## config.mk

```make
export PLATFORM = sky130hd
export DESIGN_NAME = multi_cnt_classifier
export DESIGN_NICKNAME = d
export VERILOG_FILES = /design/src/rtl/mcc_pkg.sv /design/src/rtl/mcc_channel.sv /design/src/rtl/multi_cnt_classifier.sv
export SDC_FILE = /design/constraint.sdc
export NUM_CORES = 1
export LEC_CHECK = 0
export CAP_MARGIN = 20
export CORE_MARGIN = 2
export CORE_UTILIZATION = 45
export DETAILED_ROUTE_END_ITERATION = 6
export GPL_TIMING_DRIVEN = 1
export PLACE_DENSITY = 0.74
export SLEW_MARGIN = 20
export SYNTH_ARGS = -nofsm -noshare
export SYNTH_HDL_FRONTEND = slang
export SYNTH_HIERARCHICAL = 1
export SYNTH_SLANG_ARGS = --single-unit
```

## constraint.sdc

```tcl
create_clock -name clk -period 4.3 [get_ports clk]
set_input_delay 0.86 -clock clk [delete_from_list [all_inputs] [get_ports clk]]
set_output_delay 0.86 -clock clk [all_outputs]
set_load 0.005 [all_outputs]
```

## src/rtl/mcc_pkg.sv

```systemverilog
// Shared types and the band classification helper for the multi-channel run counter.
package mcc_pkg;

  typedef enum logic [1:0] {
    BAND_LOW  = 2'b00,
    BAND_MID  = 2'b01,
    BAND_HIGH = 2'b10
  } band_t;

  // Thresholds are inclusive on the MID side: LO_TH <= cnt <= HI_TH.
  function automatic band_t classify(input logic [31:0] cnt,
                                     input int unsigned lo_th,
                                     input int unsigned hi_th);
    band_t b;
    if (cnt < lo_th) begin
      b = BAND_LOW;
    end else if (cnt <= hi_th) begin
      b = BAND_MID;
    end else begin
      b = BAND_HIGH;
    end
    return b;
  endfunction

endpackage

```

## src/rtl/mcc_channel.sv

```systemverilog
// One channel: run counter with wrap/saturate, sticky sat flag, band FSM and band-dependent result.
module mcc_channel
  import mcc_pkg::*;
#(
  parameter int unsigned W      = 8,
  parameter int unsigned LO_TH  = 4,
  parameter int unsigned HI_TH  = 16,
  parameter logic        CNT_ON = 1'b0
) (
  input  logic         clk,
  input  logic         reset,
  input  logic         in,
  input  logic         clr,
  input  logic         en,
  input  logic         mode_sat,
  output logic [W-1:0] out,
  output band_t        band,
  output logic         evt,
  output logic         sat
);

  localparam int unsigned W2      = 2 * W;
  localparam logic [W-1:0] CNT_MAX = '1;

  logic [W-1:0]  cnt;
  logic [W-1:0]  cnt_next;
  logic          sat_next;
  band_t         band_next;
  logic [W-1:0]  out_next;
  logic          evt_next;
  logic [W2-1:0] sq;

  always_ff @(posedge clk or posedge reset) begin
    if (reset) begin
      cnt  <= '0;
      sat  <= 1'b0;
      band <= BAND_LOW;
      out  <= '0;
      evt  <= 1'b0;
    end else begin
      cnt  <= cnt_next;
      sat  <= sat_next;
      band <= band_next;
      out  <= out_next;
      evt  <= evt_next;
    end
  end

  // Classification works on the registered count, so results trail cnt by one edge.
  always_comb begin
    cnt_next  = cnt;
    sat_next  = sat;
    band_next = classify(32'(cnt), LO_TH, HI_TH);
    out_next  = '0;
    evt_next  = 1'b0;
    sq        = W2'(cnt) * W2'(cnt);

    case (band_next)
      BAND_MID:  out_next = W'(sq);
      BAND_HIGH: out_next = cnt >> 1;
      default:   out_next = '0;
    endcase
    evt_next = (band_next != band);

    if (clr) begin
      cnt_next  = '0;
      sat_next  = 1'b0;
      band_next = BAND_LOW;
      out_next  = '0;
      evt_next  = 1'b0;
    end else if (en && (in == CNT_ON)) begin
      if (cnt != CNT_MAX) begin
        cnt_next = cnt + W'(1);
      end else if (mode_sat) begin
        sat_next = 1'b1;
      end else begin
        cnt_next = '0;
      end
    end
  end

endmodule

```

## src/rtl/multi_cnt_classifier.sv

```systemverilog
// Multi-channel run counter and classifier: CH independent mcc_channel instances plus port slicing.
module multi_cnt_classifier
  import mcc_pkg::*;
#(
  parameter int unsigned CH     = 4,
  parameter int unsigned W      = 8,
  parameter int unsigned LO_TH  = 4,
  parameter int unsigned HI_TH  = 16,
  parameter logic        CNT_ON = 1'b0
) (
  input  logic            clk,
  input  logic            reset,
  input  logic [CH-1:0]   in,
  input  logic [CH-1:0]   clr,
  input  logic            en,
  input  logic            mode_sat,
  output logic [CH*W-1:0] out,
  output logic [2*CH-1:0] band,
  output logic [CH-1:0]   evt,
  output logic [CH-1:0]   sat
);

  band_t band_ch [CH];

  for (genvar k = 0; k < CH; k++) begin : g_ch
    mcc_channel #(
      .W      (W),
      .LO_TH  (LO_TH),
      .HI_TH  (HI_TH),
      .CNT_ON (CNT_ON)
    ) u_ch (
      .clk      (clk),
      .reset    (reset),
      .in       (in[k]),
      .clr      (clr[k]),
      .en       (en),
      .mode_sat (mode_sat),
      .out      (out[k*W +: W]),
      .band     (band_ch[k]),
      .evt      (evt[k]),
      .sat      (sat[k])
    );

    assign band[2*k +: 2] = band_ch[k];
  end

endmodule

```

======== Word-level counts from Yosys, hierarchy flattened ========
Index checks and enable logic that the tools add are counted.
W data, S select, Z words.
cells by class
  bitwise operators ....................... 4
  mux-type cells .......................... 50
  multipliers ............................. 4
  add/sub/neg operators ................... 4
  order comparisons ....................... 8
  reductions and logical operators ........ 20
  equality and inequality tests ........... 24
operators with widths
  kind                   count
  $mux W8                17
  $pmux W8 S2            4
  $add A8 B1 Y8 const B  4
  $le A8 B5 Y1 const B   4
  $lt A8 B3 Y1 const B   4
  $mul A8 B8 Y8          4
  $ne A8 B8 Y1 const B   4
  $mux W2                12
  $mux W1                17
  $reduce_bool A2 Y1     8
  $ne A3 B2 Y1 const B   4
  $reduce_and A3 Y1      4
  $eq A2 B1 Y1 const B   4
  $eq A2 B2 Y1 const B   4
  $ne A2 B2 Y1           4
  $ne A2 B2 Y1 const B   4
  $reduce_and A2 Y1      4
  $logic_and A1 B1 Y1    4
  $not A1 Y1             4
word-level totals
  register bits ........................... 80
  output and inout bits ................... 48

======== Logic depth before layout (Yosys ltp) ========
Gate-level depths: netlist (run 1).
  depth in word-level cells ............... 6
  gate-level depth with buffers ........... 16

======== Modules after synthesis ========
Netlist (run 1), hierarchy kept.
by module, submodules not included
  module                      instances  area an instance (µm²)  cells each
  mcc_channel (g_ch[0].u_ch)  1          1,585.3                 170
  mcc_channel (g_ch[1].u_ch)  1          1,582.8                 166
  mcc_channel (g_ch[2].u_ch)  1          1,580.3                 171
  mcc_channel (g_ch[3].u_ch)  1          1,579.0                 170

======== Least setup slack after synthesis (run 1) ========
Ideal clock, no wire load.
  kind .................................... reg2reg
  start point ............................. register g_ch[1].u_ch.cnt[4]
  end point ............................... register g_ch[1].u_ch.out[7]
  path slack .............................. 0.288 ns
  path buffers ............................ 2
  setup time .............................. 0.076 ns
  arrival ................................. 3.936 ns
  clock period less this slack ............ 4.012 ns
  data required time ...................... 4.224 ns
  stages on the path, launching flop included .. 17
  cell sequence ........................... dfrtp_1 clkbuf_1 clkbuf_1 and2_1 xor2_1 ha_1 a21o_1 fa_1 ha_1 inv_1 fa_1 inv_1 ha_1 nor2b_1 o21a_1 or4b_1 o21ai_1
between the ends
  word-level cells in the longest chain between the ends .. 6
  elaborated cells on any way between the ends .. 9
  those cells by class .................... mul: 1; order compare: 2; eq/ne: 2; mux: 4
ends and longest elaborated chain
  what                                                   RTL line           text
  start, declared                                        mcc_channel.sv:25  logic [W-1:0] cnt;
  start signal, assigned                                 mcc_channel.sv:41  cnt <= cnt_next;
  branches (longest 4 deep; another with $mul A8 B8 Y8)  n/a
  $pmux W8 S2 (*)                                        mcc_channel.sv:58  case (band_next)
  $mux W8 (*)                                            mcc_channel.sv:65  if (clr) begin
  net g_ch[1].u_ch.out_next[7]                           mcc_channel.sv:29  logic [W-1:0] out_next;
  end signal, assigned                                   mcc_channel.sv:44  out <= out_next;
  end, declared                                          mcc_channel.sv:16  output logic [W-1:0] out,
Mark *: on every way through the listed nets, which the timed path passes.
A chain may end at the register's enable or synchronous reset.

======== Worst setup path after layout (run 1) ========
  start point ............................. register g_ch[3].u_ch.cnt[0]
  end point ............................... register g_ch[3].u_ch.out[7]
between the ends
  word-level cells in the longest chain between the ends .. 6
  elaborated cells on any way between the ends .. 9
  those cells by class .................... mul: 1; order compare: 2; eq/ne: 2; mux: 4
ends and longest elaborated chain
  what                                                   RTL line
  start, declared                                        mcc_channel.sv:25
  start signal, assigned                                 mcc_channel.sv:41
  branches (longest 4 deep; another with $mul A8 B8 Y8)  n/a
  $pmux W8 S2 (*)                                        mcc_channel.sv:58
  $mux W8 (*)                                            mcc_channel.sv:65
  net g_ch[3].u_ch.out_next[7]                           mcc_channel.sv:29
  end signal, assigned                                   mcc_channel.sv:44
  end, declared                                          mcc_channel.sv:16
Marked as above.

==> results of run 1 <==
==> power groups by stage <==
| stage | clock network (mW) | logic, mW | registers, mW |
|---|---|---|---|
| final | 0.714 | 0.0902 | 0.763 |
| after global routing | 0.764 | 0.101 | 0.763 |
| after CTS | 0.728 | 0.0903 | 0.763 |
| after detailed placement | 0 | 0.0902 | 0.776 |
| after global placement | 0 | 0.0875 | 0.776 |
| after floorplan | 0 | 0.0559 | 0.774 |
==> worst max-delay path by stage <==
| stage | to | slack, ns | cells after the start |
|---|---|---|---|
| global route | g_ch[2].u_ch/out[7] | 0.07 | 15 |
| floorplan | g_ch[1].u_ch/out[7] | 0.29 | 16 |
| global placement | g_ch[3].u_ch/out[7] | 0.48 | 15 |
| finish | g_ch[3].u_ch/out[7] | 0.26 | 15 |
| CTS | g_ch[3].u_ch/out[7] | 0.26 | 15 |
| detailed placement | g_ch[3].u_ch/out[7] | 0.28 | 15 |
==> Yosys cell counts (5+ instances only) <==
master / number
sky130_fd_sc_hd__clkbuf_1: 23
sky130_fd_sc_hd__or3_1: 11
sky130_fd_sc_hd__nand3_1: 9
sky130_fd_sc_hd__nand2_1: 35
sky130_fd_sc_hd__inv_1: 91
sky130_fd_sc_hd__a2bb2oi_1: 5
sky130_fd_sc_hd__dfrtp_1: 80
sky130_fd_sc_hd__nor2b_1: 10
sky130_fd_sc_hd__o21ai_0: 23
sky130_fd_sc_hd__xor2_1: 14
sky130_fd_sc_hd__nor2_1: 48
sky130_fd_sc_hd__or4b_1: 5
sky130_fd_sc_hd__a31oi_1: 6
sky130_fd_sc_hd__and4_1: 8
sky130_fd_sc_hd__a21o_1: 10
sky130_fd_sc_hd__fa_1: 32
sky130_fd_sc_hd__mux2i_1: 6
sky130_fd_sc_hd__a21oi_1: 46
sky130_fd_sc_hd__nand4_1: 7
sky130_fd_sc_hd__and3_1: 6
sky130_fd_sc_hd__ha_1: 60
sky130_fd_sc_hd__nor3_1: 17
sky130_fd_sc_hd__o21a_1: 5
sky130_fd_sc_hd__and2_1: 36
sky130_fd_sc_hd__xnor2_1: 24
==> layer usage <==
layer  vias to the layer above  wire length (µm)  GRT usage
met5                         -                 0          0
met4                         0               307     0.0783
met3                        26               619     0.0349
met2                       148              6770      0.333
met1                      2453              6390      0.256
li1                       2397                 -          -
==> logic make-up after synthesis <==
family,synth area share
xor+xnor,0.0597
mux,0.00949
flops,0.316
fa+ha+maj,0.220
simple gates,0.171
buf+inv,0.0728
compound gates,0.150
==> final cells by class <==
cell class / count / area, µm²
inverters: 91 / 342
clock inverters: 3 / 17.5
multi-input cells: 479 / 3860
well taps: 180 / 225
flip-flops and latches: 80 / 2000
clock buffers: 12 / 256
repair buffers: 68 / 658
fillers: 1174 / 6460
==> registers in the layout, indices dropped and copies added, names as in the netlist <==
name	flops
g_ch.u_ch/band	8
g_ch.u_ch/cnt	32
g_ch.u_ch/evt	4
g_ch.u_ch/out	32
g_ch.u_ch/sat	4
==> metrics by stage <==
| stage | power (mW) | utilization | area, µm² | instances | worst slack, ns |
|---|---|---|---|---|---|
| after global routing | 1.63 | 0.533 | 7370 | 913 | 0.0725 |
| after CTS | 1.58 | 0.533 | 7370 | 913 | 0.262 |
| after detailed placement | 0.867 | 0.513 | 7090 | 898 | 0.283 |
| after floorplan | 0.830 | - | 6330 | 677 | 0.288 |
| final | 1.57 | 0.533 | 7370 | 913 | 0.261 |
| after global placement | 0.863 | 0.513 | 7090 | 898 | 0.478 |
==> worst register-to-register path, cell delays in order (launching register included) <==
cell	delay, ns
sky130_fd_sc_hd__dfrtp_1	0.49
sky130_fd_sc_hd__inv_1	0.13
sky130_fd_sc_hd__nor2_1	0.27
sky130_fd_sc_hd__xor2_1	0.12
sky130_fd_sc_hd__ha_1	0.21
sky130_fd_sc_hd__a21o_1	0.16
sky130_fd_sc_hd__fa_1	0.44
sky130_fd_sc_hd__ha_1	0.29
sky130_fd_sc_hd__inv_1	0.05
sky130_fd_sc_hd__fa_1	0.52
sky130_fd_sc_hd__inv_1	0.04
sky130_fd_sc_hd__ha_1	0.33
sky130_fd_sc_hd__nor2b_1	0.14
sky130_fd_sc_hd__o21a_1	0.17
sky130_fd_sc_hd__or4b_1	0.45
sky130_fd_sc_hd__mux2i_1	0.12
==> layout by cell type (no fill, tap or decap), drive strengths merged, types with 9 or more instances in the layout <==
master and count:
o21ai 25, xnor2 24, fa 32, and2 36, nor2 48, ha 60
nor2b 10, nor3 17, dfrtp 80, buf 9, a21oi 46, xor2 14
clkdlybuf4s50 59, or3 11, clkbuf 12, nand2 35, inv 91, nand3 9
a21o 10
==> run_summary.xml, run 1 <==
<?xml version="1.0" encoding="UTF-8"?>
<metrics>
  <group name="status">
    <metric name="status" unit="">finished, final reports clean</metric>
  </group>
  <group name="setup_path">
    <metric name="crit_path_end_kind" unit="">register</metric>
    <metric name="critical_path_buf_inv_count" unit="">3</metric>
    <metric name="timing.reg2reg.worst_path_depth" unit="">15</metric>
    <metric name="worst_path_largest_cell_delay" unit="ns">0.52</metric>
    <metric name="worstPathCellList" unit="">inv_1 -&gt; nor2_1 -&gt; xor2_1 -&gt; ha_1 -&gt; a21o_1 -&gt; fa_1 -&gt; ha_1 -&gt; inv_1 -&gt; fa_1 -&gt; inv_1 -&gt; ha_1 -&gt; nor2b_1 -&gt; o21a_1 -&gt; or4b_1 -&gt; mux2i_1</metric>
    <metric name="crit_family" unit="">adder cells</metric>
    <metric name="timing.rr.end" unit="">g_ch[3].u_ch/out[7]</metric>
    <metric name="timing.critical_path.from_type" unit="">register</metric>
    <metric name="critPathSlowestCell" unit="">sky130_fd_sc_hd__fa_1</metric>
    <metric name="worst-endpoint-required" unit="ns">4.56</metric>
    <metric name="rr_startpoint" unit="">g_ch[3].u_ch/cnt[0]</metric>
    <metric name="critPathMaxFanout" unit="">10</metric>
    <metric name="crit_type" unit="">reg -&gt; reg</metric>
    <metric name="critical_path_arrival" unit="ns">4.30</metric>
    <metric name="reg2reg_setup_slack" unit="ns">0.26</metric>
    <metric name="worstSetupStartpoint" unit="">g_ch[3].u_ch/cnt[0]</metric>
  </group>
  <group name="power_and_ir_drop">
    <metric name="switching_power" unit="mW">0.364</metric>
    <metric name="power.share.clock" unit="">0.456</metric>
    <metric name="cellInternalPower" unit="mW">1.20</metric>
    <metric name="cellPowerDensity" unit="nW/µm²">213</metric>
    <metric name="p_sw_frac" unit="">0.232</metric>
    <metric name="p_seq_frac" unit="">0.487</metric>
    <metric name="power.share.combinational" unit="">0.058</metric>
    <metric name="power_leakage" unit="nW">3.48</metric>
    <metric name="max-vdd-ir-drop" unit="mV">0.155</metric>
  </group>
  <group name="clock_network">
    <metric name="clock_tree_from_tritoncts" unit="">yes</metric>
    <metric name="cell_chosen_for_the_clock_root" unit="">sky130_fd_sc_hd__clkbuf_16</metric>
    <metric name="postCtsHoldBufs" unit="">0</metric>
    <metric name="cts_setup_buffers" unit="">0</metric>
    <metric name="clk_pin_slew_worst_paths" unit="ns">0.06</metric>
    <metric name="cts_inserted_buffers" unit="">9</metric>
    <metric name="cts.sink_count" unit="">80</metric>
    <metric name="cts_htree_levels" unit="">3</metric>
    <metric name="ctsLongestPathBuffers" unit="">2</metric>
    <metric name="worst_skew_pair.late_latency" unit="ns">0.34</metric>
    <metric name="cts_repair_resize_count" unit="">0</metric>
  </group>
  <group name="finish">
    <metric name="n_antenna_cell" unit="">0</metric>
    <metric name="drive_gt1_frac" unit="">0.0477</metric>
    <metric name="layout-area-overhead-vs-synth" unit="%">16.4</metric>
    <metric name="finalNetCount" unit="">833</metric>
  </group>
  <group name="routing">
    <metric name="remaining_drc_errors" unit="">0</metric>
    <metric name="routed_wl" unit="mm">14.1</metric>
    <metric name="firstDrtPassIters" unit="">4</metric>
    <metric name="vias" unit="">5024</metric>
    <metric name="routed_via_density" unit="">5.50</metric>
    <metric name="dr.first_iter.drc_count" unit="">305</metric>
    <metric name="drt-wirelength-per-cell" unit="µm">15.4</metric>
    <metric name="ant_nets" unit="">0</metric>
  </group>
  <group name="sta">
    <metric name="final_max_slew_viol_count" unit="">0</metric>
    <metric name="rsz0062_at_grt" unit="">false</metric>
    <metric name="worst_slew_margin_rel" unit="">0.441</metric>
    <metric name="finalWorstPathRequiredPeriod" unit="ns">4.04</metric>
    <metric name="final-hold-violation-count" unit="">0</metric>
    <metric name="tightestPinTransition" unit="ns">0.838</metric>
    <metric name="achievable_freq" unit="MHz">248</metric>
    <metric name="timing.setup.tns" unit="ns">0</metric>
    <metric name="skew" unit="ns">0.00772</metric>
    <metric name="setup_viol" unit="">0</metric>
    <metric name="holdWs" unit="ns">0.533</metric>
    <metric name="final_min_period_over_clock_period" unit="">0.939</metric>
  </group>
  <group name="floorplanning">
    <metric name="starting_utilization_of_the_core_area" unit="">0.458</metric>
    <metric name="core_region_area" unit="µm²">13800</metric>
    <metric name="placementRows" unit="">43</metric>
    <metric name="io_pins" unit="">60</metric>
    <metric name="dieHeight" unit="µm">123</metric>
    <metric name="design.die.area" unit="µm²">15000</metric>
    <metric name="die_width" unit="µm">123</metric>
  </group>
  <group name="global_routing">
    <metric name="grt_antenna_before_repair" unit="">0</metric>
    <metric name="grt_util_all_layers" unit="">0.199</metric>
    <metric name="grt_remaining_overflow" unit="">0</metric>
    <metric name="vias_in_the_first_global_route" unit="">5038</metric>
    <metric name="grt_first_pass_wirelength" unit="mm">23.8</metric>
    <metric name="grt_max_degree" unit="">21</metric>
  </group>
  <group name="yosys">
    <metric name="synth.ff_latch_count" unit="">80</metric>
    <metric name="synth-seq-area-share" unit="">0.316</metric>
    <metric name="synth_ff_type" unit="">sky130_fd_sc_hd__dfrtp_1</metric>
    <metric name="synth_top_cell_area_share" unit="">0.316</metric>
    <metric name="async_reset_ff_frac" unit="">1.00</metric>
    <metric name="synthesis.nets" unit="">781</metric>
    <metric name="synth-edff-count" unit="">0</metric>
    <metric name="yosys-top-cells-area" unit="">sky130_fd_sc_hd__dfrtp_1, sky130_fd_sc_hd__ha_1, sky130_fd_sc_hd__fa_1</metric>
    <metric name="synth.distinct_cells" unit="">50</metric>
    <metric name="synth.yosys.warnings" unit="">6</metric>
    <metric name="synthesis.instances" unit="">677</metric>
    <metric name="mappedNetlistArea" unit="µm²">6330</metric>
    <metric name="synthesis.area_per_instance" unit="µm²">9.35</metric>
    <metric name="library_cell_occupying_the_most_area_in_the_post_synthesis_netlist" unit="">sky130_fd_sc_hd__dfrtp_1</metric>
  </group>
  <group name="hold_path">
    <metric name="worstHoldPathCells" unit="">2</metric>
    <metric name="hold_path_end" unit="">g_ch[0].u_ch/sat</metric>
    <metric name="hold_path.class" unit="">reg -&gt; reg</metric>
    <metric name="timing.hold.worst.start" unit="">g_ch[0].u_ch/sat</metric>
  </group>
  <group name="job">
    <metric name="drv_cap" unit="">0</metric>
  </group>
  <group name="placement">
    <metric name="routabilityCongestion" unit="">0.914</metric>
    <metric name="dp.final_hpwl" unit="mm">10.8</metric>
    <metric name="port_buffer_cells" unit="">59</metric>
  </group>
</metrics>
Note: power is estimated with default switching activity, not from simulation.
==> inputs of run 2 (changes only) <==
--- a/config.mk
+++ b/config.mk
@@ -11,6 +11,7 @@
 export DETAILED_ROUTE_END_ITERATION = 6
 export GPL_TIMING_DRIVEN = 1
 export PLACE_DENSITY = 0.74
+export REMOVE_ABC_BUFFERS = 1
 export SLEW_MARGIN = 20
 export SYNTH_ARGS = -nofsm -noshare
 export SYNTH_HDL_FRONTEND = slang
==> run_summary.xml, run 2 (same netlist as run 1, synthesis figures left out) <==
<?xml version="1.0" encoding="UTF-8"?>
<metrics>
  <group name="placement">
    <metric name="port_buffer_cells" unit="">59</metric>
    <metric name="dp.final_hpwl" unit="mm">10.6</metric>
    <metric name="routabilityCongestion" unit="">0.893</metric>
    <metric name="post_dp_cell_area" unit="µm²">7080</metric>
  </group>
  <group name="clock_network">
    <metric name="clock_tree_from_tritoncts" unit="">yes</metric>
    <metric name="worst_skew_pair.late_latency" unit="ns">0.34</metric>
    <metric name="cts_inserted_buffers" unit="">9</metric>
    <metric name="cts.sink_count" unit="">80</metric>
    <metric name="cell_chosen_for_the_clock_root" unit="">sky130_fd_sc_hd__clkbuf_16</metric>
    <metric name="cts_htree_levels" unit="">3</metric>
    <metric name="ctsLongestPathBuffers" unit="">2</metric>
    <metric name="clk_pin_slew_worst_paths" unit="ns">0.06</metric>
  </group>
  <group name="finish">
    <metric name="drive_gt1_frac" unit="">0.0412</metric>
    <metric name="n_antenna_cell" unit="">0</metric>
    <metric name="most_frequent_cells_in_the_layout" unit="">sky130_fd_sc_hd__inv_1, sky130_fd_sc_hd__dfrtp_1, sky130_fd_sc_hd__ha_1</metric>
    <metric name="final_common_cell" unit="">sky130_fd_sc_hd__inv_1</metric>
    <metric name="layout-area-overhead-vs-synth" unit="%">15.7</metric>
    <metric name="finalNetCount" unit="">831</metric>
    <metric name="fillers" unit="">1214</metric>
    <metric name="top_regs" unit="">g_ch.u_ch/cnt x32, g_ch.u_ch/out x32, g_ch.u_ch/band x8</metric>
    <metric name="finalCoreUtilization" unit="">0.530</metric>
    <metric name="final_area" unit="µm²">7320</metric>
  </group>
  <group name="setup_path">
    <metric name="timing.rr.end" unit="">g_ch[0].u_ch/out[7]</metric>
    <metric name="worstSetupStartpoint" unit="">g_ch[0].u_ch/cnt[0]</metric>
    <metric name="worst-endpoint-required" unit="ns">4.55</metric>
    <metric name="crit_path_end_kind" unit="">register</metric>
    <metric name="timing.reg2reg.worst_path_depth" unit="">15</metric>
    <metric name="timing.critical_path.from_type" unit="">register</metric>
    <metric name="rr_startpoint" unit="">g_ch[0].u_ch/cnt[0]</metric>
    <metric name="reg2reg_setup_slack" unit="ns">0.28</metric>
    <metric name="crit_type" unit="">reg -&gt; reg</metric>
    <metric name="endpoint" unit="">g_ch[0].u_ch/out[7]</metric>
    <metric name="critical_path_arrival" unit="ns">4.27</metric>
    <metric name="critPathMaxFanout" unit="">11</metric>
  </group>
  <group name="job">
    <metric name="drv_cap" unit="">0</metric>
  </group>
  <group name="floorplanning">
    <metric name="die_width" unit="µm">123</metric>
    <metric name="io_pins" unit="">60</metric>
    <metric name="starting_utilization_of_the_core_area" unit="">0.458</metric>
    <metric name="placementRows" unit="">43</metric>
    <metric name="dieHeight" unit="µm">123</metric>
    <metric name="design.die.area" unit="µm²">15000</metric>
    <metric name="core_region_area" unit="µm²">13800</metric>
  </group>
  <group name="power_and_ir_drop">
    <metric name="cellPowerDensity" unit="nW/µm²">207</metric>
    <metric name="switching_power" unit="mW">0.349</metric>
    <metric name="power.share.clock" unit="">0.438</metric>
    <metric name="p_seq_frac" unit="">0.506</metric>
    <metric name="cellInternalPower" unit="mW">1.17</metric>
    <metric name="power.share.combinational" unit="">0.056</metric>
    <metric name="max-vdd-ir-drop" unit="mV">0.171</metric>
    <metric name="power_leakage" unit="nW">3.44</metric>
    <metric name="p_sw_frac" unit="">0.230</metric>
  </group>
  <group name="sta">
    <metric name="finalWorstPathRequiredPeriod" unit="ns">4.02</metric>
    <metric name="worst_slew_margin_rel" unit="">0.460</metric>
    <metric name="final_max_slew_viol_count" unit="">0</metric>
    <metric name="tightestPinTransition" unit="ns">0.799</metric>
    <metric name="final_min_period_over_clock_period" unit="">0.935</metric>
    <metric name="final-hold-violation-count" unit="">0</metric>
    <metric name="setup_viol" unit="">0</metric>
    <metric name="skew" unit="ns">0.00752</metric>
    <metric name="rsz0062_at_grt" unit="">false</metric>
    <metric name="timing.setup.tns" unit="ns">0</metric>
    <metric name="achievable_freq" unit="MHz">249</metric>
  </group>
  <group name="global_routing">
    <metric name="grt_first_pass_wirelength" unit="mm">23.9</metric>
    <metric name="vias_in_the_first_global_route" unit="">5181</metric>
    <metric name="grt_util_all_layers" unit="">0.196</metric>
    <metric name="grt_max_degree" unit="">21</metric>
    <metric name="grt_remaining_overflow" unit="">0</metric>
    <metric name="grt_antenna_before_repair" unit="">0</metric>
  </group>
  <group name="routing">
    <metric name="vias" unit="">4985</metric>
    <metric name="drt-wirelength-per-cell" unit="µm">15.3</metric>
    <metric name="firstDrtPassIters" unit="">5</metric>
    <metric name="routed_via_density" unit="">5.48</metric>
    <metric name="remaining_drc_errors" unit="">0</metric>
    <metric name="routed_wl" unit="mm">13.9</metric>
    <metric name="dr.first_iter.drc_count" unit="">433</metric>
    <metric name="ant_nets" unit="">0</metric>
  </group>
  <group name="status">
    <metric name="status" unit="">finished, final reports clean</metric>
  </group>
  <group name="hold_path">
    <metric name="hold_path.class" unit="">reg -&gt; reg</metric>
  </group>
</metrics>
run 2: cell count changes in the layout (fill, tap and decap cells not counted), sizes merged:
cell / before / now
buf: 9 / 7
clkinv: 2 / 0
run 2: layout make-up:
| class | instances | area (µm²) | area share |
|---|---|---|---|
| Multi-Input combinational cell | 479 | 3860 | 0.528 |
| Clock inverter | 1 | 7.51 | 0.00103 |
| Clock buffer | 12 | 236 | 0.0323 |
| Sequential cell | 80 | 2000 | 0.274 |
| Tap cell | 180 | 225 | 0.0308 |
| Inverter | 91 | 342 | 0.0467 |
| Timing Repair Buffer | 66 | 643 | 0.0878 |
run 2: repair_timing:
| action | in CTS | in global routing |
|---|---|---|
| endpoints found under the setup margin | 0 | 1 |
| resized for setup | 0 | 1 |
| buffers inserted | 0 | 0 |
| hold buffers | 0 | 0 |
run 2: per-layer routing:
layer | track usage | part of all wire | vias up
met3 | 0.0260 | 0.036 | 13
met4 | 0.0654 | 0.014 | 0
met1 | 0.248 | 0.44 | 2457
met5 | 0 | 0 | -
li1 | - | - | 2387
met2 | 0.346 | 0.51 | 128
run 2: worst min path at each step:
stage / cells after the start / to / from / slack (ns)
after global routing: 2 / g_ch[3].u_ch/sat / g_ch[3].u_ch/sat / 0.56
after detailed placement: 2 / g_ch[3].u_ch/sat / g_ch[3].u_ch/sat / 0.50
after CTS: 2 / g_ch[2].u_ch/sat / g_ch[2].u_ch/sat / 0.52
after global placement: 2 / g_ch[2].u_ch/sat / g_ch[2].u_ch/sat / 0.49
final: 2 / g_ch[3].u_ch/sat / g_ch[3].u_ch/sat / 0.51
after floorplan: 2 / g_ch[0].u_ch/sat / g_ch[0].u_ch/sat / 0.49
run 2: worst max-delay path, cell delays in order, from the launching register on:
cell and delay (ns):
sky130_fd_sc_hd__dfrtp_1 0.51, sky130_fd_sc_hd__inv_1 0.13, sky130_fd_sc_hd__nor2_1 0.25, sky130_fd_sc_hd__xor2_1 0.11, sky130_fd_sc_hd__ha_1 0.19, sky130_fd_sc_hd__a21o_1 0.16
sky130_fd_sc_hd__fa_1 0.44, sky130_fd_sc_hd__ha_1 0.29, sky130_fd_sc_hd__inv_1 0.05, sky130_fd_sc_hd__fa_1 0.53, sky130_fd_sc_hd__inv_1 0.04, sky130_fd_sc_hd__ha_1 0.33
sky130_fd_sc_hd__nor2b_1 0.15, sky130_fd_sc_hd__o21a_1 0.17, sky130_fd_sc_hd__or4b_1 0.46, sky130_fd_sc_hd__mux2i_1 0.14
run 2: power groups by stage:
stage | logic (mW) | registers (mW) | clock network [mW]
2_1_floorplan | 0.0482 | 0.776 | 0
3_3_place_gp | 0.0822 | 0.778 | 0
3_5_place_dp | 0.0849 | 0.779 | 0
4_1_cts | 0.0853 | 0.766 | 0.677
5_1_grt | 0.0945 | 0.767 | 0.715
6_report | 0.0848 | 0.766 | 0.664
run 2: metrics by stage:
step                      power, mW  setup WS, ns  std cells  hold slack (ns)
after CTS                      1.53         0.176        909            0.517
after floorplan               0.825         0.472        650            0.486
after global routing           1.58        0.0121        909            0.561
final                          1.51         0.280        909            0.507
after global placement        0.861         0.360        896            0.490
after detailed placement      0.864         0.199        896            0.498
==> inputs of run 3 (changes only) <==
--- a/config.mk
+++ b/config.mk
@@ -17,3 +17,4 @@
 export SYNTH_HDL_FRONTEND = slang
 export SYNTH_HIERARCHICAL = 1
 export SYNTH_SLANG_ARGS = --single-unit
+export TNS_END_PERCENT = 50
==> results of run 3 <==
No change in the layout: final DEF, timing and power equal those of run 2.
